===== src/rtl/bp_redirect_ctrl_if.sv =====
// Signal bundle between bp_redirect_ctrl (master) and its fetch / EX / BTB-update neighbours (slave).
// Defining BP_STATS_EN adds the stat_br / stat_miss / stat_drop counter outputs.
interface bp_redirect_ctrl_if #(
    parameter int unsigned ADDR_W = 32
);
    logic [ADDR_W-1:0] if_pc;
    logic              btb_hit;
    logic [ADDR_W-1:0] btb_pred_pc;
    logic [ADDR_W-1:0] next_pc;
    logic              stall_ifid;
    logic              stall_idex;
    logic              flush_ifid;
    logic              flush_idex;
    logic              ex_is_br;
    logic              ex_taken;
    logic [ADDR_W-1:0] ex_target;
    logic              redirect;
    logic [ADDR_W-1:0] redirect_pc;
    logic              bp_flush;
    logic              upd_valid;
    logic              upd_ready;
    logic              upd_op;
    logic [ADDR_W-1:0] upd_pc;
    logic [ADDR_W-1:0] upd_target;
    logic              upd_drop;
`ifdef BP_STATS_EN
    logic [31:0]       stat_br;
    logic [31:0]       stat_miss;
    logic [31:0]       stat_drop;
`endif

    modport master (
        input  if_pc, btb_hit, btb_pred_pc, stall_ifid, stall_idex, flush_ifid, flush_idex,
               ex_is_br, ex_taken, ex_target, upd_ready,
        output next_pc, redirect, redirect_pc, bp_flush, upd_valid, upd_op, upd_pc,
               upd_target, upd_drop
`ifdef BP_STATS_EN
        , output stat_br, stat_miss, stat_drop
`endif
    );

    modport slave (
        output if_pc, btb_hit, btb_pred_pc, stall_ifid, stall_idex, flush_ifid, flush_idex,
               ex_is_br, ex_taken, ex_target, upd_ready,
        input  next_pc, redirect, redirect_pc, bp_flush, upd_valid, upd_op, upd_pc,
               upd_target, upd_drop
`ifdef BP_STATS_EN
        , input stat_br, stat_miss, stat_drop
`endif
    );
endinterface


===== src/rtl/bp_redirect_ctrl.sv =====
// Branch-prediction controller: next-PC select, IF->ID->EX prediction shadows, EX mispredict
// redirect and a small BTB-update FIFO. Optional statistics counters under macro BP_STATS_EN.
module bp_redirect_ctrl #(
    parameter int unsigned ADDR_W   = 32,
    parameter int unsigned UQ_DEPTH = 2
) (
    input  logic               clk,
    input  logic               rst,
    bp_redirect_ctrl_if.master bus
);
    localparam int unsigned PTR_W = (UQ_DEPTH > 1) ? $clog2(UQ_DEPTH) : 1;
    localparam int unsigned CNT_W = PTR_W + 1;
    localparam logic [ADDR_W-1:0] PC_STEP = ADDR_W'(4);
    localparam logic [CNT_W-1:0]  CNT_FULL = CNT_W'(UQ_DEPTH);

    typedef struct packed {
        logic              v;
        logic [ADDR_W-1:0] pc;
        logic              hit;
        logic [ADDR_W-1:0] pred;
    } stage_t;

    typedef struct packed {
        logic              op;
        logic [ADDR_W-1:0] pc;
        logic [ADDR_W-1:0] target;
    } upd_t;

    stage_t            id_q, id_d, ex_q, ex_d;
    logic              resolved_q, resolved_d;
    upd_t              mem_q [UQ_DEPTH];
    upd_t              mem_d [UQ_DEPTH];
    logic [PTR_W-1:0]  wr_ptr_q, wr_ptr_d, rd_ptr_q, rd_ptr_d;
    logic [CNT_W-1:0]  cnt_q, cnt_d;

    logic              resolve, mispredict, redirect;
    logic [ADDR_W-1:0] seq_pc, fix_pc;
    upd_t              req, head;
    logic              empty, full, deq, enq, drop;
    logic              flush_id, flush_ex;

    // EX resolution: compare the carried prediction with the actual outcome
    always_comb begin
        seq_pc     = ex_q.pc + PC_STEP;
        resolve    = ex_q.v & ~resolved_q;
        mispredict = 1'b0;
        fix_pc     = seq_pc;
        req        = '0;
        req.pc     = ex_q.pc;
        if (bus.ex_is_br && bus.ex_taken) begin
            if (!ex_q.hit || (ex_q.pred != bus.ex_target)) begin
                mispredict = 1'b1;
                fix_pc     = bus.ex_target;
                req.target = bus.ex_target;
            end
        end else if (ex_q.hit) begin
            // not-taken branch or non-branch alias hit: BTB entry is stale
            mispredict = 1'b1;
            req.op     = 1'b1;
        end
        redirect = resolve & mispredict;
    end

    assign bus.redirect    = redirect;
    assign bus.redirect_pc = fix_pc;
    assign bus.bp_flush    = redirect;
    assign bus.next_pc     = redirect    ? fix_pc :
                             bus.btb_hit ? bus.btb_pred_pc : (bus.if_pc + PC_STEP);

    // Shadow pipeline: flush beats stall beats advance
    always_comb begin
        flush_id   = bus.flush_ifid | redirect;
        flush_ex   = bus.flush_idex | redirect;
        id_d       = id_q;
        ex_d       = ex_q;
        if (flush_id) begin
            id_d.v = 1'b0;
        end else if (!bus.stall_ifid) begin
            id_d.v    = 1'b1;
            id_d.pc   = bus.if_pc;
            id_d.hit  = bus.btb_hit;
            id_d.pred = bus.btb_pred_pc;
        end
        if (flush_ex) begin
            ex_d.v = 1'b0;
        end else if (!bus.stall_idex) begin
            ex_d = id_q;
        end
        // remember a decision made while EX is held so it is not repeated
        resolved_d = (flush_ex || !bus.stall_idex) ? 1'b0 : (resolved_q | resolve);
    end

    // Update FIFO; a full FIFO still accepts when the head leaves in the same cycle
    always_comb begin
        empty    = (cnt_q == '0);
        full     = (cnt_q == CNT_FULL);
        deq      = ~empty & bus.upd_ready;
        enq      = redirect & (~full | deq);
        drop     = redirect & full & ~deq;
        mem_d    = mem_q;
        wr_ptr_d = wr_ptr_q;
        rd_ptr_d = rd_ptr_q;
        if (enq) begin
            mem_d[wr_ptr_q] = req;
            wr_ptr_d        = wr_ptr_q + PTR_W'(1);
        end
        if (deq) begin
            rd_ptr_d = rd_ptr_q + PTR_W'(1);
        end
        cnt_d = cnt_q + CNT_W'(enq) - CNT_W'(deq);
    end

    assign head           = mem_q[rd_ptr_q];
    assign bus.upd_valid  = ~empty;
    assign bus.upd_op     = head.op;
    assign bus.upd_pc     = head.pc;
    assign bus.upd_target = head.target;
    assign bus.upd_drop   = drop;

    always_ff @(posedge clk or posedge rst) begin
        if (rst) begin
            id_q       <= '0;
            ex_q       <= '0;
            resolved_q <= 1'b0;
            mem_q      <= '{default: '0};
            wr_ptr_q   <= '0;
            rd_ptr_q   <= '0;
            cnt_q      <= '0;
        end else begin
            id_q       <= id_d;
            ex_q       <= ex_d;
            resolved_q <= resolved_d;
            mem_q      <= mem_d;
            wr_ptr_q   <= wr_ptr_d;
            rd_ptr_q   <= rd_ptr_d;
            cnt_q      <= cnt_d;
        end
    end

`ifdef BP_STATS_EN
    logic [31:0] stat_br_q, stat_br_d, stat_miss_q, stat_miss_d, stat_drop_q, stat_drop_d;

    // saturating event counters
    always_comb begin
        stat_br_d   = stat_br_q;
        stat_miss_d = stat_miss_q;
        stat_drop_d = stat_drop_q;
        if (resolve && bus.ex_is_br && (stat_br_q != '1)) stat_br_d   = stat_br_q + 32'd1;
        if (redirect && (stat_miss_q != '1))              stat_miss_d = stat_miss_q + 32'd1;
        if (drop && (stat_drop_q != '1))                  stat_drop_d = stat_drop_q + 32'd1;
    end

    always_ff @(posedge clk or posedge rst) begin
        if (rst) begin
            stat_br_q   <= '0;
            stat_miss_q <= '0;
            stat_drop_q <= '0;
        end else begin
            stat_br_q   <= stat_br_d;
            stat_miss_q <= stat_miss_d;
            stat_drop_q <= stat_drop_d;
        end
    end

    assign bus.stat_br   = stat_br_q;
    assign bus.stat_miss = stat_miss_q;
    assign bus.stat_drop = stat_drop_q;
`endif
endmodule


===== src/flat_wrapper.sv =====
// flat-port wrapper written by rule: the top's interface ports become plain ports
module bp_redirect_ctrl_flat 
#(
    parameter int unsigned ADDR_W   = 32,
    parameter int unsigned UQ_DEPTH = 2
)
  (clk, rst, bus_if_pc, bus_btb_hit, bus_btb_pred_pc, bus_stall_ifid, bus_stall_idex, bus_flush_ifid, bus_flush_idex, bus_ex_is_br, bus_ex_taken, bus_ex_target, bus_upd_ready, bus_next_pc, bus_redirect, bus_redirect_pc, bus_bp_flush, bus_upd_valid, bus_upd_op, bus_upd_pc, bus_upd_target, bus_upd_drop);
  bp_redirect_ctrl_if #(.ADDR_W(ADDR_W)) bus_i ();
  input  logic clk;
  input  logic rst;
  input wire logic [$bits(bus_i.if_pc)-1:0] bus_if_pc;
  input wire logic [$bits(bus_i.btb_hit)-1:0] bus_btb_hit;
  input wire logic [$bits(bus_i.btb_pred_pc)-1:0] bus_btb_pred_pc;
  input wire logic [$bits(bus_i.stall_ifid)-1:0] bus_stall_ifid;
  input wire logic [$bits(bus_i.stall_idex)-1:0] bus_stall_idex;
  input wire logic [$bits(bus_i.flush_ifid)-1:0] bus_flush_ifid;
  input wire logic [$bits(bus_i.flush_idex)-1:0] bus_flush_idex;
  input wire logic [$bits(bus_i.ex_is_br)-1:0] bus_ex_is_br;
  input wire logic [$bits(bus_i.ex_taken)-1:0] bus_ex_taken;
  input wire logic [$bits(bus_i.ex_target)-1:0] bus_ex_target;
  input wire logic [$bits(bus_i.upd_ready)-1:0] bus_upd_ready;
  output wire logic [$bits(bus_i.next_pc)-1:0] bus_next_pc;
  output wire logic [$bits(bus_i.redirect)-1:0] bus_redirect;
  output wire logic [$bits(bus_i.redirect_pc)-1:0] bus_redirect_pc;
  output wire logic [$bits(bus_i.bp_flush)-1:0] bus_bp_flush;
  output wire logic [$bits(bus_i.upd_valid)-1:0] bus_upd_valid;
  output wire logic [$bits(bus_i.upd_op)-1:0] bus_upd_op;
  output wire logic [$bits(bus_i.upd_pc)-1:0] bus_upd_pc;
  output wire logic [$bits(bus_i.upd_target)-1:0] bus_upd_target;
  output wire logic [$bits(bus_i.upd_drop)-1:0] bus_upd_drop;
  assign bus_i.if_pc = bus_if_pc;
  assign bus_i.btb_hit = bus_btb_hit;
  assign bus_i.btb_pred_pc = bus_btb_pred_pc;
  assign bus_i.stall_ifid = bus_stall_ifid;
  assign bus_i.stall_idex = bus_stall_idex;
  assign bus_i.flush_ifid = bus_flush_ifid;
  assign bus_i.flush_idex = bus_flush_idex;
  assign bus_i.ex_is_br = bus_ex_is_br;
  assign bus_i.ex_taken = bus_ex_taken;
  assign bus_i.ex_target = bus_ex_target;
  assign bus_i.upd_ready = bus_upd_ready;
  assign bus_next_pc = bus_i.next_pc;
  assign bus_redirect = bus_i.redirect;
  assign bus_redirect_pc = bus_i.redirect_pc;
  assign bus_bp_flush = bus_i.bp_flush;
  assign bus_upd_valid = bus_i.upd_valid;
  assign bus_upd_op = bus_i.upd_op;
  assign bus_upd_pc = bus_i.upd_pc;
  assign bus_upd_target = bus_i.upd_target;
  assign bus_upd_drop = bus_i.upd_drop;
  bp_redirect_ctrl #(.ADDR_W(ADDR_W), .UQ_DEPTH(UQ_DEPTH)) u_core (.clk(clk), .rst(rst), .bus(bus_i));
endmodule

===== config.mk =====
export PLATFORM = sky130hd
export DESIGN_NAME = bp_redirect_ctrl_flat
export DESIGN_NICKNAME = d
export VERILOG_FILES = /design/src/rtl/bp_redirect_ctrl_if.sv /design/src/rtl/bp_redirect_ctrl.sv /design/src/flat_wrapper.sv
export SDC_FILE = /design/constraint.sdc
export NUM_CORES = 1
export LEC_CHECK = 0
export CAP_MARGIN = 10
export CORE_UTILIZATION = 41
export CTS_BUF_LIST = sky130_fd_sc_hd__clkbuf_16
export CTS_CLUSTER_DIAMETER = 200
export DETAILED_ROUTE_END_ITERATION = 8
export GPL_TIMING_DRIVEN = 0
export PLACE_DENSITY = 0.78
export SETUP_SLACK_MARGIN = 0.1
export SYNTH_ARGS = -nofsm -noshare
export SYNTH_HDL_FRONTEND = slang
export SYNTH_SLANG_ARGS = --single-unit

===== constraint.sdc =====
create_clock -name clk -period 9.3 [get_ports clk]
set_input_delay 1.86 -clock clk [delete_from_list [all_inputs] [get_ports clk]]
set_output_delay 1.86 -clock clk [all_outputs]
set_load 0.02 [all_outputs]

==> metrics list <==
- Maxcap violations: 0
* CTS Buffer Depth: 3
* Initial antenna violation count: 6
* Cell depth of the worst min-delay path: 2
* Crit path cell chain: clkdlybuf4s50_1 -> xnor2_1 -> nand4_1 -> nor3_1 -> nand2_1 -> o21ai_0 -> buf_2 -> buf_2 -> nor2_1 -> o31ai_1 -> clkdlybuf4s50_1
* CP endpoint kind: output port
* Final Hold Vio Count: 0
* Cell Rows: 65
- TritonCTS built the clock tree.
* Number of global-route vias before repair: 11000
- Setup violations remaining at the end of the flow were counted as 0.
* Number of buffers added by the clock tree synthesis step: 28
- Critical path startpoint category: primary input
- CTS sink cnt: 267
* Minimum clock period after layout: 7855 ps
- Dividing total power by cell area gives a power density of 264.8 nW/µm².
* Predominant post-synthesis flop cell: dfrtp_1
* Leakage power of the design: 7.297 nW
* Clk root buf: clkbuf_16
- First-pass GRT wire length: 64880 µm
* Depth of the CTS H-tree: 1
- The run finished with clean final reports.
- Residual DRC count: 0
* Detailed placement HPWL: 33600 µm
- Number of primary I/O pins: 239
* Total chip power: 4.618 mW
* FF-to-FF path depth: 9
- Starting DRT DRC Count: 696
- Reg clk slew, reported paths: 60 ps
- At the end of routability-driven placement, the weighted congestion stood at 0.9686.
- Maximum clock rate: 127.3 MHz
- The core region is 31880 µm².
- After routing, the total negative slack on setup checks comes to 0 ps.
* Aggregate global routing overflow: 0
- Setup repair bufs after CTS: 0
* Vias post-DR: 10760
- Post-synth top area share: 0.4980
* Largest net degree at the start of global routing: 44
- Period utilization: 0.8447
* Critical path type: in2out
- I/O Buffers: 237
* Share of synthesized flip-flops with an asynchronous set or reset: 1.000
- Synthesis inferred 267 register bits.
* Proportion of layout cells with a drive suffix above 1: 0.1723
* Number of nets in the layout: 1579
- Post-cts sizing count: 0
* Post-Synthesis Mean Instance Area: 11.21 µm²
- Counting flops with a built-in enable in the synthesized netlist gives 0.
* Die boundary width: 182.9 µm
* Largest stage delay, worst path: 730 ps
- Remaining antenna violation count after routing: 0
- Clock latency reported for the late side of the worst-skew pair: 550 ps
- Die span in y: 182.9 µm
- Netlist area before placement: 13420 µm²
- Counting every instance in the synthesized netlist gives 1197.
- Crit path max fanout: 10
- After detailed routing, the total wire length is 43070 µm.
- Crit path required time: 7440 ps
* Nets in the synthesized netlist: 1306
- Between clock sinks in the finished design, the worst skew comes to 11.48 ps.
- For this run, the number of standard cells in the final layout without fillers is 1932.
* Peak supply drop: 0.2077 mV
* Post-synthesis cell type with the largest combined area: dfrtp_1
* Hold Crit Class: reg2reg
* Combined global-route utilization of all metal layers: 0.2572
- Effective utilization at floorplan: 0.4208
- Area growth from synthesis to layout: 29.96%
- For this design, the slowest cell found on the critical path is clkdlybuf4s50_1.
- Unique masters post-synth: 52
* Hold buffers post-CTS: 0
* Worst slew pin tran: 902.3 ps
- The first TritonRoute pass finished after 8 iterations.
* Routed length per instance: 22.29 µm
- Setup repair after global routing left no endpoint under its margin.
* Sequential area share after synthesis: 0.4980
- Once layout is complete, the utilization of the core stands at 0.5469.
- DP Cell Count: 1875
- The max-slew violation count is 0.
- Worst EP arrival: 6000 ps
- The die covers 33450 µm².
- Dividing the detail-routed via count by the number of cells gives 5.569.
- Number of warning messages in the yosys log: 0
* Dominant cells by area after synthesis: dfrtp_1, mux2_2, mux2_1
- Headroom to the max-slew limit came out at 0.3984.
## cell type report
| type | count | area (µm²) |
|---|---|---|
| Antenna cell | 5 | 12.51 |
| Buffer | 72 | 357.8 |
| Clock buffer | 28 | 700.7 |
| Clock inverter | 24 | 266.5 |
| Fill cell | 2705 | 14440 |
| Inverter | 19 | 75.07 |
| Multi-Input combinational cell | 839 | 6306 |
| Sequential cell | 267 | 6681 |
| Tap cell | 435 | 544.3 |
| Timing Repair Buffer | 243 | 2492 |
## flip-flops by register name, indices dropped and copies added, names as in the netlist
register and cells:
u_core.resolved_q 1, u_core.mem_q 130, u_core.cnt_q 2, u_core.id_q 66
u_core.rd_ptr_q 1, u_core.wr_ptr_q 1, u_core.ex_q 66
## critical path: cells and delay by family
| kind | cells | cell delay, ps |
|---|---|---|
| buf+inv | 4 | 1910 |
| compound gates | 2 | 930 |
| xor+xnor | 1 | 380 |
| simple gates | 4 | 890 |
## cell usage in the layout, fill, tap and decap left out, drive strengths merged, types with 2 or more instances in the layout
cell / n
o2bb2ai: 4
nand4: 18
nor2: 38
o311ai: 2
o31ai: 5
and4: 5
o211a: 2
a22oi: 3
nand2b: 11
and3: 12
a22o: 7
bufinv: 6
nand2: 158
o22ai: 2
xnor2: 45
diode: 5
and2: 4
or3b: 2
inv: 23
a21boi: 7
dfrtp: 267
xor2: 38
clkinv: 13
o21bai: 2
o21ai: 91
mux2i: 5
a31oi: 2
mux2: 266
clkdlybuf4s50: 237
nor4: 5
ha: 3
nand3: 28
a21oi: 29
nor3: 20
buf: 41
o211ai: 10
nor2b: 6
clkbuf: 65
## kinds of logic (layout without fill, tap and decap cells)
family                     after synthesis  count (layout)  synth area share
muxes                                  271             271            0.2270
xor gates and xnor gates                83              83           0.05418
adders and majority gates                3               3          0.002798
AOI/OAI and AO/OA                      173             173           0.07983
buffers and inverters                   91             386           0.03199
other                                    0               5                 0
and+or+nand+nor                        309             309            0.1062
DFF                                    267             267            0.4980
## synth_stat cells (all sizes together) (2+ instances only)
master and instances:
and4 5, o211a 2, dfrtp 267, a31oi 2
o22ai 2, ha 3, xor2 38, or3b 2
o31ai 5, nor4 5, a22oi 3, inv 19
nor2b 6, and3 12, and2 4, buf 35
mux2 266, xnor2 45, nand2 158, a22o 7
o211ai 10, nand4 18, o311ai 2, a21oi 29
clkbuf 37, o2bb2ai 4, mux2i 5, nand2b 11
nand3 28, a21boi 7, nor2 38, nor3 20
o21ai 91, o21bai 2
## per-stage QoR
stage	instance area (µm²)	worst slack [ps]	hold slack (ps)
final	17440	1445	472.3
after global routing	17430	1330	490.8
after CTS	17420	1612	477.4
after detailed placement	16460	1652	464.6
after global placement	16340	1710	455.1
after floorplan	13420	3666	444.4
## power breakdown
part | leakage (nW) | internal [mW] | switching (mW)
clock | 0.494 | 0.712 | 0.466
combinational | 3.48 | 0.854 | 0.842
sequential | 3.32 | 1.51 | 0.239
## final timing paths
path / startpoint / to / slack [ps]
hold reg to reg: u_core.mem_q[7] / u_core.mem_q[7] / 470
setup reg to reg: u_core.ex_q[4] / u_core.mem_q[82] / 6090
min in group asynchronous: rst / u_core.mem_q[71] / 1730
max in group asynchronous: rst / u_core.ex_q[55] / 6100
hold / removal: u_core.mem_q[7] / u_core.mem_q[7] / 470
setup / recovery: bus_ex_target[4] / bus_next_pc[24] / 1440
## metal layers
layer,part of all wire,wire [µm],GRT usage,vias to the layer above
met4,0.052,2252,0.1243,4
met1,0.40,17050,0.3174,5370
met2,0.47,20430,0.4299,492
met5,0.00070,30,0,-
met3,0.077,3310,0.05401,126
li1,-,-,-,4768
Note: power is estimated with default switching activity, not from simulation.
